$ cat config.mk
export PLATFORM = sky130hd
export DESIGN_NAME = program_loader
export DESIGN_NICKNAME = d
export VERILOG_FILES = /design/src/rtl/program_loader.sv
export SDC_FILE = /design/constraint.sdc
export NUM_CORES = 1
export LEC_CHECK = 0
export BUFFER_PORTS_ARGS = -buffer_cell sky130_fd_sc_hd__buf_2
export CAP_MARGIN = 20
export CELL_PAD_IN_SITES_DETAIL_PLACEMENT = 0
export CELL_PAD_IN_SITES_GLOBAL_PLACEMENT = 1
export CORE_ASPECT_RATIO = 0.5
export CORE_MARGIN = 2
export CORE_UTILIZATION = 45
export DETAILED_ROUTE_END_ITERATION = 8
export GPL_ROUTABILITY_DRIVEN = 0
export PLACE_DENSITY = 0.82
export SYNTH_ARGS = -nofsm -noshare
export SYNTH_HDL_FRONTEND = slang
export SYNTH_SLANG_ARGS = --single-unit
$ cat constraint.sdc
create_clock -name clk -period 2.8 [get_ports clk]
set_input_delay 0.14 -clock clk [delete_from_list [all_inputs] [get_ports clk]]
set_output_delay 0.14 -clock clk [all_outputs]
set_load 0.005 [all_outputs]
$ cat src/rtl/program_loader.sv
// program_loader: writer side of the CPU instruction-memory interface.
//
// Takes a host byte stream made of a header byte N (instruction count, 0 means 256)
// followed by 4*N instruction bytes. Each group of 4 bytes is packed little-endian
// into one 32-bit word {dest, arg2, arg1, opcode} and written to program RAM at
// consecutive addresses starting at START_ADDR. The CPU is held in reset
// (cpu_run = 0) until the load completes.
//
// Optional feature, macro PROGRAM_LOADER_CHECKSUM_EN: after the last word, one
// trailer byte is accepted. It must equal the XOR of the header and all
// instruction bytes. On a mismatch the loader parks in an error state, with error
// set and the CPU still held, until reload or rst. With the macro undefined,
// error is tied to 0.
//
// Ports:
//   clk        system clock, rising edge
//   rst        asynchronous reset, active low
//   in_valid   host byte valid
//   in_ready   loader can take a byte (combinational from state and reload)
//   in_data    host byte
//   reload     synchronous restart of the load sequence
//   mem_we     program RAM write strobe, one cycle per word
//   mem_addr   program RAM write address
//   mem_wdata  packed instruction word, opcode in [7:0]
//   cpu_run    0 holds the CPU in reset, 1 releases it
//   done       one-cycle pulse when the load completes
//   error      sticky checksum failure
module program_loader #(
  parameter int unsigned ADDR_WIDTH = 8,
  parameter int unsigned START_ADDR = 0
) (
  input  logic                  clk,
  input  logic                  rst,
  input  logic                  in_valid,
  output logic                  in_ready,
  input  logic [7:0]            in_data,
  input  logic                  reload,
  output logic                  mem_we,
  output logic [ADDR_WIDTH-1:0] mem_addr,
  output logic [31:0]           mem_wdata,
  output logic                  cpu_run,
  output logic                  done,
  output logic                  error
);

  localparam logic [ADDR_WIDTH-1:0] StartAddr = ADDR_WIDTH'(START_ADDR);

  typedef enum logic [2:0] {
    StIdle,
    StLoad,
    StWrite,
    StDone,
    StCheck,
    StError
  } state_e;

  state_e                state_q, state_d;
  logic [1:0]            idx_q, idx_d;
  logic [ADDR_WIDTH-1:0] addr_q, addr_d;
  // Nine bits so a header of 0 can stand for 256 instructions.
  logic [8:0]            remaining_q, remaining_d;
  logic [31:0]           wdata_q, wdata_d;
  logic                  cpu_run_q, done_q;
  logic                  accept;

`ifdef PROGRAM_LOADER_CHECKSUM_EN
  logic [7:0]            csum_q, csum_d;
  logic                  error_q;
`endif

  always_comb begin
    in_ready = 1'b0;
    unique case (state_q)
      StIdle, StLoad: in_ready = !reload;
`ifdef PROGRAM_LOADER_CHECKSUM_EN
      StCheck:        in_ready = !reload;
`endif
      default:        in_ready = 1'b0;
    endcase
  end

  assign accept = in_valid && in_ready;

  always_comb begin
    state_d     = state_q;
    idx_d       = idx_q;
    addr_d      = addr_q;
    remaining_d = remaining_q;
    wdata_d     = wdata_q;
`ifdef PROGRAM_LOADER_CHECKSUM_EN
    csum_d      = csum_q;
`endif

    unique case (state_q)
      StIdle: begin
        if (accept) begin
          remaining_d = (in_data == 8'd0) ? 9'd256 : {1'b0, in_data};
          idx_d       = 2'd0;
          state_d     = StLoad;
`ifdef PROGRAM_LOADER_CHECKSUM_EN
          csum_d      = in_data;
`endif
        end
      end
      StLoad: begin
        if (accept) begin
          wdata_d[{idx_q, 3'b000} +: 8] = in_data;
          idx_d = idx_q + 2'd1;
          if (idx_q == 2'd3) state_d = StWrite;
`ifdef PROGRAM_LOADER_CHECKSUM_EN
          csum_d = csum_q ^ in_data;
`endif
        end
      end
      StWrite: begin
        addr_d      = addr_q + 1'b1;
        remaining_d = remaining_q - 9'd1;
        if (remaining_q == 9'd1) begin
`ifdef PROGRAM_LOADER_CHECKSUM_EN
          state_d = StCheck;
`else
          state_d = StDone;
`endif
        end else begin
          state_d = StLoad;
        end
      end
`ifdef PROGRAM_LOADER_CHECKSUM_EN
      StCheck: begin
        if (accept) state_d = (in_data == csum_q) ? StDone : StError;
      end
`endif
      default: ;
    endcase

    // Restart wins over everything else; partial words are discarded.
    if (reload && (state_q != StIdle)) begin
      state_d     = StIdle;
      idx_d       = 2'd0;
      addr_d      = StartAddr;
      remaining_d = 9'd0;
      wdata_d     = 32'd0;
`ifdef PROGRAM_LOADER_CHECKSUM_EN
      csum_d      = 8'd0;
`endif
    end
  end

  always_ff @(posedge clk or negedge rst) begin
    if (!rst) begin
      state_q     <= StIdle;
      idx_q       <= 2'd0;
      addr_q      <= StartAddr;
      remaining_q <= 9'd0;
      wdata_q     <= 32'd0;
      cpu_run_q   <= 1'b0;
      done_q      <= 1'b0;
    end else begin
      state_q     <= state_d;
      idx_q       <= idx_d;
      addr_q      <= addr_d;
      remaining_q <= remaining_d;
      wdata_q     <= wdata_d;
      // Registered from next state so cpu_run is glitch-free and tracks StDone exactly.
      cpu_run_q   <= (state_d == StDone);
      done_q      <= (state_d == StDone) && (state_q != StDone);
    end
  end

`ifdef PROGRAM_LOADER_CHECKSUM_EN
  always_ff @(posedge clk or negedge rst) begin
    if (!rst) begin
      csum_q  <= 8'd0;
      error_q <= 1'b0;
    end else begin
      csum_q  <= csum_d;
      error_q <= (state_d == StError);
    end
  end
  assign error = error_q;
`else
  assign error = 1'b0;
`endif

  assign mem_we    = (state_q == StWrite);
  assign mem_addr  = addr_q;
  assign mem_wdata = wdata_q;
  assign cpu_run   = cpu_run_q;
  assign done      = done_q;

endmodule

=== Yosys cells after proc, flatten, opt, wreduce, memory -nomap -nowiden ===
Cells that the tools add are included.

* Muxes and demuxes: 21
* Reduce and logical (&&, ||, !) cells: 16
* Equality and inequality tests: 8
* Shifts and indexed selects: 2
* Add/sub/neg operators: 4

{| class="wikitable"
|+ Operators with widths
! cell !! number
|-
| 32-bit two-way mux || 3
|-
| 32-bit bitwise mux || 1
|-
| 8-bit by 7-bit variable shift with 32-bit output (first input constant) || 1
|-
| 8-bit by 7-bit variable part select with 32-bit output || 1
|-
| 9-bit two-way mux || 3
|-
| 9-bit case mux with 2 select lines || 1
|-
| 8-bit two-way mux || 2
|-
| 3-bit two-way mux || 4
|-
| 9-bit by 1-bit equality test with 1-bit output (second input constant) || 1
|-
| 3-bit case mux with 3 select lines || 1
|-
| 3-bit nonzero test || 3
|-
| 9-bit by 1-bit subtractor with 9-bit output (second input constant) || 1
|-
| 8-bit by 1-bit adder with 8-bit output (second input constant) || 1
|-
| 8-bit zero test || 1
|-
| 2-bit two-way mux || 4
|-
| 5-bit negation with 7-bit output || 1
|-
| 3-bit by 2-bit equality test with 1-bit output (second input constant) || 2
|-
| 3-bit inequality test (second input constant) || 2
|-
| 2-bit nonzero test || 3
|-
| 2-bit case mux with 2 select lines || 1
|-
| 2-bit AND reduction || 2
|-
| 3-bit by 1-bit equality test with 1-bit output (second input constant) || 1
|-
| 1-bit logical AND || 3
|-
| 3-bit zero test || 1
|-
| other kinds (7) || 7
|}

* Word-level logic and storage cells: 58
* Register bits after elaboration: 56

=== Logic depth before layout (Yosys ltp) ===
* Depth in word-level cells: 9
* Depth in mapped cells: 7
* Gate-level depth less buffers: 6

=== Least setup slack after synthesis ===
Ideal clock, no wire load.

* Path kind: register -> register
* Start: register idx_q[0]
* End: register wdata_q[24], in the netlist mem_wdata[24]
* Required time: 2.722 ns
* Slack: 0.944 ns
* Period minus slack after synthesis: 1.856 ns
* Stages on the path, launching flop included: 6
* Data arrival time: 1.778 ns
* Path through: dfrtp_1 inv_1 ha_1 nor3_1 nand3_1 a21oi_1

* Word-level cells in the longest chain between the ends: 6
* Elaborated cells between the ends (all ways): 7
* Those cells by class: add/sub: 1; shift: 2; mux: 4

{| class="wikitable"
|+ Ends and longest elaborated chain
! what !! line !! RTL
|-
| start, declared || 58 || <nowiki>logic [1:0] idx_q, idx_d;</nowiki>
|-
| start signal, assigned || 160 || <nowiki>idx_q <= idx_d;</nowiki>
|-
| 5-bit negation with 7-bit output (*) || 107 || <nowiki>wdata_d[{idx_q, 3'b000} +: 8] = in_data;</nowiki>
|-
| 8-bit by 7-bit variable part select with 32-bit output or 8-bit by 7-bit variable shift with 32-bit output (tied branches) || 107 ||
|-
| 32-bit bitwise mux (*) || 107 ||
|-
| 32-bit two-way mux (*) || 106 || <nowiki>if (accept) begin</nowiki>
|-
| 32-bit two-way mux (*) || 94 || <nowiki>unique case (state_q)</nowiki>
|-
| 32-bit two-way mux (*) || 137 || <nowiki>if (reload && (state_q != StIdle)) begin</nowiki>
|-
| end signal, assigned || 163 || <nowiki>wdata_q <= wdata_d;</nowiki>
|-
| end, declared || 62 || <nowiki>logic [31:0] wdata_q, wdata_d;</nowiki>
|}

Mark *: on every way between the ends. The rest lies on a longest branch, timed or not. The select of a mux whose other input is x is not followed.
A chain may end at the register's enable or synchronous reset.

=== Worst setup path after layout ===
* Start: register state_q[1]
* End: register wdata_q[25], in the netlist mem_wdata[25]

* Word-level cells in the longest chain between the ends: 6
* Elaborated cells between the ends (all ways): 11
* Those cells by class: eq/ne: 1; mux: 2; reduce/logical: 8

{| class="wikitable"
|+ Ends and longest elaborated chain
! what !! line !! RTL
|-
| start, declared || 57 || <nowiki>state_e state_q, state_d;</nowiki>
|-
| start signal, assigned || 151 || <nowiki>state_q <= StIdle;</nowiki>
|-
| start signal, assigned || 159 || <nowiki>state_q <= state_d;</nowiki>
|-
| 3-bit by 1-bit equality test with 1-bit output or 3-bit zero test (tied branches) || 73, 94 ||
|-
| 2-bit OR reduction || 73 || <nowiki>unique case (state_q)</nowiki>
|-
| 1-bit two-way mux || 73 ||
|-
| 1-bit logical AND || 82 || <nowiki>assign accept = in_valid && in_ready;</nowiki>
|-
| 2-bit nonzero test (no line) || -- ||
|-
| 2-bit AND reduction (no line) || -- ||
|}

Parallel ways exist; a longest one is shown, timed or not.

==> results by group <==
Placed design
  • DP HPWL: 4970 um
  • IO Port Bufs: 55

Clocking
  • Reg clk slew, reported paths: 80 ps
  • H-tree depth: 2
  • Post-CTS Setup Bufs: 0
  • Num CTS Buffers: 5
  • Post-cts repair resize count: 0
  • Clock Sinks: 56
  • Worst skew pair latency: 300 ps
  • Longest Clk Path Bufs: 2
  • Root Driver: clkbuf_16
  • TritonCTS clock tree: built

Die
  • Core Box Area: 6060 um2
  • Row count: 20
  • Top Ports: 57
  • Die area: 6920 um2
  • Chip height: 59.8 um
  • Starting Density: 0.463
  • Die Width: 116 um

Critical path
  • CP required: 2970 ps
  • Worst setup path category: reg -> reg
  • CP cell instances: or4b_4 > or3_1 > nand2_1 > a21oi_1
  • Crit path max fanout: 16
  • Worst R2R Setup Slack: 790 ps
  • CP startpoint kind: flip-flop
  • R2R depth: 4
  • Arr. time, crit path: 2180 ps
  • Reg-to-Reg Start: state_q[1]$_DFF_PN0_
  • CP Capture Type: flip-flop
  • Worst path max stage delay: 650 ps
  • Slowest CP cell: or4b_4
  • Crit Reg-Reg Endpoint: mem_wdata[25]$_DFFE_PN0P_

Worst hold path
  • Worst hold path cell count: 3
  • Worst hold path class: in -> reg
  • Hold EP: mem_wdata[15]$_DFFE_PN0P_
  • Hold Startpoint: in_data[7]

Global routing
  • Initial antenna violation count: 0
  • Global route total overflow: 0
  • GR Util All Layers: 0.216
  • Largest net degree at the start of global routing: 32
  • Vias in the first global route: 2203
  • First-pass GRT wire length: 11300 um

Yosys
  • Unique masters post-synth: 54
  • Netlist Area Pre-Place: 2800 um2
  • Synth async-reset ratio: 1.00
  • Synthesized instance count: 284
  • Yosys top cell by area: dfrtp_1
  • Post-synth top cells: dfrtp_1 (56), nand2_1 (34), nor2_1 (20)
  • Syn avg cell area: 9.87 um2
  • Share of the synthesized area in the top cell type: 0.500
  • Number of synthesized register bits: 56
  • Synthesized Nets: 303
  • Cell with the most instances after synthesis: dfrtp_1
  • Post-synthesis sequential area ratio: 0.500
  • Top FF cell, synth: dfrtp_1
  • Top cells by area, synth: dfrtp_1 (50%), nand2_1 (4.6%), a32o_1 (3.6%)
  • Synth warn: 0
  • EDFF count, synth: 0

Power and ir drop
  • Leakage: 1.57 nW
  • Max VDD drop: 0.220 mV
  • Power density cells: 527 nW/um2

Run
  • Max Cap Violations: 0

Timing
  • Worst Max-Slew Pin Slew: 763 ps
  • Hold slack final: 144 ps
  • Crit share post-route: 0.718
  • Setup TNS: 0 ps
  • Relative slew margins: 0.488
  • Clk_skew: 5.47 ps
  • Final Slew Violations: 0
  • FMAX: 0.498 GHz
  • Hold Vio Cnt, Final: 0
  • RSZ-0062 raised after global routing: no
  • Post-layout min period: 2010 ps
  • Final setup vio count: 0

Detailed routing
  • # DRC: 0
  • DRT Wirelength: 6930 um
  • Via Count: 2366
  • Detailed Route Iter0 Violations: 196
  • ANT nets after route: 0
  • WL/cell: 16.3 um
  • DRT Pass-1 Iters: 4
  • Via density: 5.57

Layout
  • Area Overhead vs Synth: 18.5%
  • Fill count: 561
  • Fin util: 0.549
  • NumNets Final: 355
  • Antenna fix cells: 0
  • Share of layout cells above drive strength 1: 0.220

Status
  • Outcome: finished, final reports clean
[critical path: cells and delay by family, from the launching register on]
kind / cells / cell delay, ps
and+or+nand+nor: 3 / 1240
AOI/OAI and AO/OA: 1 / 60
DFF: 1 / 560
[kinds of logic after synthesis]
kind of cell | after synthesis | share of synthesized area
compound gates | 75 | 0.185
xor+xnor | 9 | 0.0281
fa+ha+maj | 7 | 0.0312
buf+inv | 24 | 0.0361
flops | 56 | 0.500
mux | 2 | 0.00714
other cells | 1 | 0.00134
simple gates | 110 | 0.211
[stage by stage]
| stage | area [um2] | setup slack [ps] | instances | total power [mW] |
|---|---|---|---|---|
| global route | 3320 | 653 | 425 | 1.83 |
| floorplan | 2800 | 944 | 284 | 1.02 |
| global placement | 3160 | 850 | 416 | 1.11 |
| CTS | 3320 | 796 | 425 | 1.76 |
| detailed placement | 3160 | 809 | 416 | 1.11 |
| finish | 3320 | 790 | 425 | 1.75 |
[power by group]
group / switching, mW / internal (mW)
registers: 0.0408 / 0.839
logic: 0.130 / 0.0872
clock network: 0.313 / 0.340
total: 0.484 / 1.27
[timing repair]
action / in CTS / in global routing
endpoints found under the setup margin: 0 / 0
hold buffers: 1 / 0
endpoints found under the hold margin: 25 / 0
[area by class of cell]
class                      instances  area, um2  share of cell area
multi-input combinational        204       1300               0.392
sequential                        56       1400               0.422
timing repair buffer              62        330              0.0994
inverter                           7       26.3             0.00791
clock inverter                     3       27.5             0.00829
clock buffer                       5        125              0.0377
tap                               88        110              0.0331
[metal layers]
| layer | part of all wire | global-route usage | up-vias |
|---|---|---|---|
| met3 | 0.068 | 0.0507 | 13 |
| li1 | - | - | 1136 |
| met5 | 0 | 0 | - |
| met4 | 0.018 | 0.0833 | 0 |
| met2 | 0.45 | 0.323 | 69 |
| met1 | 0.46 | 0.307 | 1148 |
[worst max path at each step]
stage / start / slack, ps / endpoint
floorplan: idx_q[0]$_DFFE_PN0P_ / 940 / mem_wdata[24]$_DFFE_PN0P_
global placement: state_q[1]$_DFF_PN0_ / 850 / mem_wdata[24]$_DFFE_PN0P_
detailed placement: state_q[1]$_DFF_PN0_ / 810 / mem_wdata[24]$_DFFE_PN0P_
CTS: state_q[1]$_DFF_PN0_ / 800 / mem_wdata[24]$_DFFE_PN0P_
global route: idx_q[0]$_DFFE_PN0P_ / 650 / mem_wdata[11]$_DFFE_PN0P_
finish: state_q[1]$_DFF_PN0_ / 790 / mem_wdata[25]$_DFFE_PN0P_
[state kept, by name, indices dropped and copies added, names as in the netlist]
| signal | flops |
|---|---|
| state_q | 3 |
| idx_q | 2 |
| cpu_run | 1 |
| mem_wdata | 32 |
| remaining_q | 9 |
| mem_addr | 8 |
| done | 1 |
[placed cells by master (no fill, tap or decap), types with 3 or more instances in the layout]
cell	count
a32o_1	10
nand2_1	34
o21ai_0	15
nor4_1	3
nor3_1	7
o21ai_1	3
nor2b_1	3
nor2_1	20
a21oi_1	17
buf_2	55
dfrtp_1	56
a22o_1	8
o22ai_1	3
nand3_1	15
nand4_1	5
xor2_1	6
a211oi_1	4
inv_1	6
buf_4	6
xnor2_1	3
ha_1	7
clkbuf_16	5
Power figures use the tool's default switching activity.
